==> config.mk <==
export PLATFORM = sky130hd
export DESIGN_NAME = sipo_capture
export DESIGN_NICKNAME = d
export VERILOG_FILES = /design/src/rtl/sipo_capture.sv
export SDC_FILE = /design/constraint.sdc
export NUM_CORES = 1
export LEC_CHECK = 0
export ABC_AREA = 1
export BUFFER_PORTS_ARGS = -buffer_cell sky130_fd_sc_hd__buf_2
export CAP_MARGIN = 30
export CORE_UTILIZATION = 57
export CTS_CLUSTER_SIZE = 10
export DETAILED_ROUTE_END_ITERATION = 7
export PLACE_DENSITY = 0.81
export SLEW_MARGIN = 10
export SYNTH_ARGS = -nofsm -noshare
export SYNTH_HDL_FRONTEND = slang
export SYNTH_SLANG_ARGS = --single-unit
==> constraint.sdc <==
create_clock -name clk -period 1.8 [get_ports clk]
set_input_delay 0.27 -clock clk [delete_from_list [all_inputs] [get_ports clk]]
set_output_delay 0.27 -clock clk [all_outputs]
set_load 0.01 [all_outputs]
==> src/rtl/sipo_capture.sv <==
// Serial-in parallel-out word capture with an IDLE/COLLECT/HOLD handshake, LSB-first.
// Define SIPO_OVERRUN_EN to add the sticky overrun flag for shifts that arrive while a word is held.
module sipo_capture #(
    parameter int WIDTH = 64
) (
    input  logic             clk,
    input  logic             rst,
    input  logic             start,
    input  logic             shift,
    input  logic             din,
    input  logic             ack,
    output logic [WIDTH-1:0] data,
    output logic             valid,
    output logic             busy
`ifdef SIPO_OVERRUN_EN
    ,
    output logic             overrun
`endif
);

    localparam int CW = $clog2(WIDTH + 1);
    localparam logic [CW-1:0] LAST = CW'(WIDTH - 1);

    typedef enum logic [1:0] {
        IDLE,
        COLLECT,
        HOLD
    } state_t;

    state_t           state;
    state_t           state_nxt;
    logic [CW-1:0]    cnt;
    logic [CW-1:0]    cnt_nxt;
    logic [WIDTH-1:0] sreg;
    logic [WIDTH-1:0] sreg_nxt;
    logic [WIDTH-1:0] sreg_shifted;
    logic [WIDTH-1:0] data_nxt;

    // New bits enter at the MSB, so the first bit received ends up in bit 0.
    assign sreg_shifted = {din, sreg[WIDTH-1:1]};

    always_ff @(posedge clk or negedge rst) begin
        if (!rst) begin
            state <= IDLE;
            cnt   <= '0;
            sreg  <= '0;
            data  <= '0;
        end else begin
            state <= state_nxt;
            cnt   <= cnt_nxt;
            sreg  <= sreg_nxt;
            data  <= data_nxt;
        end
    end

    always_comb begin
        state_nxt = state;
        cnt_nxt   = cnt;
        sreg_nxt  = sreg;
        data_nxt  = data;
        case (state)
            IDLE: begin
                if (start) begin
                    state_nxt = COLLECT;
                    cnt_nxt   = '0;
                    sreg_nxt  = '0;
                end
            end
            COLLECT: begin
                if (start) begin
                    cnt_nxt  = '0;
                    sreg_nxt = '0;
                end else if (shift) begin
                    sreg_nxt = sreg_shifted;
                    // The final bit loads data at the same edge, and the counter wraps so it never reaches WIDTH.
                    if (cnt == LAST) begin
                        data_nxt  = sreg_shifted;
                        cnt_nxt   = '0;
                        state_nxt = HOLD;
                    end else begin
                        cnt_nxt = cnt + 1'b1;
                    end
                end
            end
            HOLD: begin
                if (start) begin
                    state_nxt = COLLECT;
                    cnt_nxt   = '0;
                    sreg_nxt  = '0;
                end else if (ack) begin
                    state_nxt = IDLE;
                end
            end
            default: begin
                state_nxt = IDLE;
                cnt_nxt   = '0;
                sreg_nxt  = '0;
            end
        endcase
    end

    assign busy  = (state == COLLECT);
    assign valid = (state == HOLD);

`ifdef SIPO_OVERRUN_EN
    // Sticky until the next start; start wins even when it coincides with a shift in HOLD.
    always_ff @(posedge clk or negedge rst) begin
        if (!rst) begin
            overrun <= 1'b0;
        end else if (start) begin
            overrun <= 1'b0;
        end else if ((state == HOLD) && shift) begin
            overrun <= 1'b1;
        end
    end
`endif

endmodule

==> impl_metrics.ini, run 1 <==
[outcome]
status = finished clean

[synthesis]
synth_cell_types = 20
post-synth-top-count-cell = dfrtp_1
async_flop_share = 1.00
seq_area_frac_synth = 0.638
synthCells = 491
syn_area_per_cell_um2 = 10.9
synth.top_cell.area_share = 0.638
yosysTopAreaCell = dfrtp_1
yosys_register_bits = 136
syn_nets = 498
synth_flop_cell = dfrtp_1
synth.area.top_cells = dfrtp_1 (64%), o21ai_2 (9.0%), o22ai_1 (7.5%)
ys_top_cells_by_count = dfrtp_1 (136), nand2_1 (91), inv_1 (77), o22ai_1 (64), o21ai_2 (55)
netlist_area_um2 = 5330
synth_edf_count = 0
ys_warn_count = 0

[clock_network]
cts_buffer_depth = 2
holdBufCountCts = 2
cts_tree = done
post_cts.repair.setup_buffers = 0
cts_resized = 0
cts.sinks = 136
worstSkewPairLatency_ps = 510
cts_buffers = 17
path_clk_slew_ps = 60
cts_htree_levels = 4
clockRootBuffer = clkbuf_8

[critical_path]
reg2reg_slack_ps = 250
cp-start-kind = flip-flop
r2r_start = cnt[0]$_DFFE_PN0P_
worstPathRequired_ps = 1530
regToRegEndpoint = data[7]$_DFFE_PN0P_
cp.arrival_ps = 1390
crit_fanout = 5
path_class = flip-flop to primary output
r2r_cells = 8
endpoint_kind = primary output
critPathCapture = busy
cp-startpoint = state[0]$_DFFE_PN0P_

[floorplanning]
pin_count = 72
core_um2 = 8890
dieWidth_um = 98.7
die_area_um2 = 9740
start_util = 0.599
rows = 34
die_h_um = 98.7

[power]
peakVddDrop_mv = 0.843
power.density_nw_per_um2 = 1090
p_leak_nw = 3.19

[min_path]
hold_class = primary input to flip-flop

[detailed_routing]
wl_mm = 10.4
drtIter0Drc = 257
firstDrtPassIters = 5
vias_per_cell = 5.46
routed-via-count = 3751
ant_nets = 0
drc = 0
routedWlPerCell_um = 15.1

[grt]
antenna_found_initial = 0
grt_pass1_vias = 3769
grt_first_pass_wirelength_mm = 17.6
overflow = 0
grt_usage = 0.235
grt_max_degree = 50

[placed_design]
dp.final_hpwl_mm = 6.33
numPortBuffers = 71
place_area_um2 = 5790
gp_congestion = 0.773
preCtsSetupSlack_ps = 265

[cells_and_area]
diodes = 0
register_area_um2 = 3400
drive_gt1_frac = 0.306
multi_input_area_um2 = 1430
fillCellCount = 582
fin_area_um2 = 6450
area_delta_synth_final_pct = 20.9
final_util = 0.725
fin_nets = 573

[sta]
finalHoldViolCount = 0
fin_crit_sh = 0.919
skew_ps = 6.85
finalSetupViolCount = 0
slew_violations = 0
finalSetupTns_ps = 0
worst_slack_ps = 145
tightest_slew_ps = 540
fmax_ghz = 0.604
relSlewSlack = 0.640
min_period_ps = 1660
rsz0062_at_grt = false

[run]
maxCapViolCount = 0
==> worst max-delay path, cell delays in order (launching register included) <==
cell	delay [ps]
dfrtp_1	420
inv_1	70
nor2_1	200
buf_2	180
==> cells in the final DEF, fill, tap and decap left out, types with 3 or more instances in the layout <==
master | Yosys | final
dfrtp_1 | 136 | 136
nand2_1 | 91 | 90
inv_1 | 77 | 77
buf_2 | 5 | 70
o22ai_1 | 64 | 64
o21ai_2 | 55 | 55
clkbuf_16 | 0 | 16
nor2_1 | 11 | 11
o21ai_0 | 8 | 8
buf_12 | 0 | 7
nand3_1 | 5 | 5
bufinv_16 | 0 | 5
o21ai_1 | 4 | 4
buf_4 | 0 | 4
inv_2 | 3 | 3
clkinv_2 | 0 | 3
clkinv_4 | 0 | 3
==> flip-flops by register name (all words and copies together) (netlist names) <==
register and count:
sreg 63, data 64, cnt 7, state 2
==> metal layers <==
layer  global-route usage  share of wire  up-vias
met5                    0              0        -
met4               0.0884          0.014        0
met3               0.0681          0.048       15
met2                0.380           0.50      120
met1                0.305           0.43     1857
li1                     -              -     1759
==> kinds of logic after synthesis <==
group	Yosys count	share of synthesized area
DFF	136	0.638
AOI/OAI and AO/OA	134	0.180
and+or+nand+nor	113	0.0843
buffers and inverters	107	0.0948
adders and majority gates	1	0.00235
==> cell type report <==
class                           instances  share of cell area
Clock inverter                         15              0.0347
Inverter                               80              0.0466
Timing Repair Buffer                   83              0.0839
Sequential cell                       136               0.528
Clock buffer                           17              0.0642
Tap cell                              108              0.0210
Multi-Input combinational cell        248               0.222
==> power by group <==
group	internal (mW)	switching, mW
registers	3.07	0.00935
logic	0.0599	0.169
clock network	2.39	1.30
==> worst min path at each step <==
stage / start / to / slack [ps] / depth (start not counted)
finish: start / state[1]$_DFFE_PN0P_ / 50 / 4
global route: start / state[1]$_DFFE_PN0P_ / 50 / 4
CTS: start / state[1]$_DFFE_PN0P_ / 30 / 4
global placement: rst / data[51]$_DFFE_PN0P_ / 280 / 1
floorplan: rst / cnt[0]$_DFFE_PN0P_ / -30 / 0
detailed placement: rst / data[51]$_DFFE_PN0P_ / 290 / 1
==> metrics by stage <==
step | std cells | power [mW] | hold WS [ps]
after detailed placement | 653 | 3.36 | 289
after CTS | 687 | 7.04 | 33.9
after global routing | 687 | 7.21 | 49.8
after global placement | 653 | 3.35 | 283
final | 687 | 7.00 | 45.5
after floorplan | 491 | 3.24 | -25.6
(Power assumes the default switching activity.)
==> run 2, diff against run 1 <==
--- a/config.mk
+++ b/config.mk
@@ -9,6 +9,7 @@
 export BUFFER_PORTS_ARGS = -buffer_cell sky130_fd_sc_hd__buf_2
 export CAP_MARGIN = 30
 export CORE_UTILIZATION = 57
+export CTS_BUF_LIST = sky130_fd_sc_hd__clkbuf_16
 export CTS_CLUSTER_SIZE = 10
 export DETAILED_ROUTE_END_ITERATION = 7
 export PLACE_DENSITY = 0.81
==> run 2 against run 1 <==
  * Clock-buffer cell count is the same
  * Sequential cell count unchanged
  * Non-clock buffer count is 1 lower
  * Critical path type unchanged
  * Largest power group unchanged
  * Highest routed layer unchanged
==> impl_metrics.ini, run 2 (synthesis results as in run 1) <==
[cells_and_area]
mostFrequentLayoutCells = dfrtp_1 (136), nand2_1 (90), inv_1 (77)
largest-register = data
fin_cells = 686
layout_commonest_cell = dfrtp_1
drive_gt1_frac = 0.306
area_delta_synth_final_pct = 21.0
fillCellCount = 577
final_util = 0.725
largest_registers = data (64), sreg (63), cnt (7)
largest_reg_flops = 64
register_area_um2 = 3400
diodes = 0
fin_nets = 572
multi_input_area_um2 = 1430

[power]
swShare = 0.209
p_comb_frac = 0.032
pwr-share-seq = 0.436
clockPowerShare = 0.532
p_leak_nw = 3.19
peakVddDrop_mv = 0.578
power.density_nw_per_um2 = 1100
switchingPower_mw = 1.48
p_int_mw = 5.59

[grt]
grt_first_pass_wirelength_mm = 17.8
grt_pass1_vias = 3779
grt_max_degree = 50
antenna_found_initial = 0
overflow = 0
grt_usage = 0.238

[sta]
finalSetupViolCount = 0
fin_crit_sh = 0.859
rsz0062_at_grt = false
finalHoldViolCount = 0
skew_ps = 6.71
finalSetupTns_ps = 0
min_period_ps = 1550
slew_violations = 0
relSlewSlack = 0.633
fmax_ghz = 0.647
tightest_slew_ps = 550

[clock_network]
cts_tree = done
worstSkewPairLatency_ps = 410
cts_buffers = 17
cts.sinks = 136
holdBufCountCts = 1
cts_htree_levels = 4
clockRootBuffer = clkbuf_16
post_cts.repair.setup_buffers = 0
path_clk_slew_ps = 50
cts_buffer_depth = 2
cts_resized = 0

[critical_path]
crit_fanout = 5
endpoint_kind = primary output
regToRegEndpoint = data[7]$_DFFE_PN0P_
path_class = flip-flop to primary output
r2r_cells = 8
r2r_start = cnt[0]$_DFFE_PN0P_
cp.arrival_ps = 1280
reg2reg_slack_ps = 260
cp-start-kind = flip-flop
worstPathRequired_ps = 1530

[min_path]
hold_start = ack
hold_depth = 4
min_to = state[1]$_DFFE_PN0P_
hold_class = primary input to flip-flop

[detailed_routing]
drc = 0
wl_met2_mm = 5.42
vias_per_cell = 5.41
routed.top_layer = met4
routed-via-count = 3710
firstDrtPassIters = 4
drtIter0Drc = 249
wl_met1_mm = 4.57
ant_nets = 0
wl_mm = 10.5
routedWlPerCell_um = 15.3
met3_length_um = 426

[placed_design]
dp_cells = 653
gp_congestion = 0.773
dp.final_hpwl_mm = 6.33
numPortBuffers = 71

[outcome]
status = finished clean

[floorplanning]
pin_count = 72
die_h_um = 98.7
core_um2 = 8890
rows = 34
start_util = 0.599
dieWidth_um = 98.7
die_area_um2 = 9740

[run]
maxCapViolCount = 0
run 2: cell count changes in the layout (fill, tap and decap cells not counted):
cell and change:
clkbuf_8 -1, clkbuf_16 +1, dlygate4sd3_1 -1
run 2: routing by layer:
metal | vias to the layer above | track usage
li1 | 1756 | -
met1 | 1828 | 0.307
met2 | 114 | 0.396
met3 | 12 | 0.0652
met4 | 0 | 0.0769
met5 | - | 0
run 2: how the worst max path moves through the flow:
stage	slack [ps]	start	to
global route	120	cnt[1]$_DFFE_PN0P_	data[5]$_DFFE_PN0P_
floorplan	410	cnt[0]$_DFFE_PN0P_	data[15]$_DFFE_PN0P_
CTS	250	cnt[0]$_DFFE_PN0P_	data[7]$_DFFE_PN0P_
global placement	340	cnt[0]$_DFFE_PN0P_	data[9]$_DFFE_PN0P_
finish	250	state[0]$_DFFE_PN0P_	busy
detailed placement	270	cnt[0]$_DFFE_PN0P_	data[7]$_DFFE_PN0P_
run 2: power by group through the flow:
stage | combinational [mW] | clock, mW | sequential, mW
floorplan | 0.111 | 0 | 3.13
global placement | 0.222 | 0 | 3.13
detailed placement | 0.225 | 0 | 3.13
CTS | 0.231 | 3.80 | 3.08
global route | 0.256 | 3.95 | 3.08
finish | 0.228 | 3.76 | 3.08
run 2: final cells by class:
class / count / share of cell area
Sequential cell: 136 / 0.528
Clock buffer: 17 / 0.0660
Clock inverter: 15 / 0.0347
Inverter: 80 / 0.0466
Timing Repair Buffer: 82 / 0.0823
Tap cell: 108 / 0.0210
Multi-Input combinational cell: 248 / 0.222
run 2: worst max-delay path, stage by stage, from the launching register on:
cell and delay [ps]:
dfrtp_1 420, inv_1 70, nor2_1 200, buf_2 180
run 2: per-stage QoR:
step           area [um^2]  hold WS [ps]  power, mW  setup slack, ps
6_report              6450           101       7.07              254
5_1_grt               6450           110       7.28              125
4_1_cts               6450          94.2       7.11              249
3_5_place_dp          5790           289       3.36              265
3_3_place_gp          5790           283       3.35              341
2_1_floorplan         5330         -25.6       3.24              411
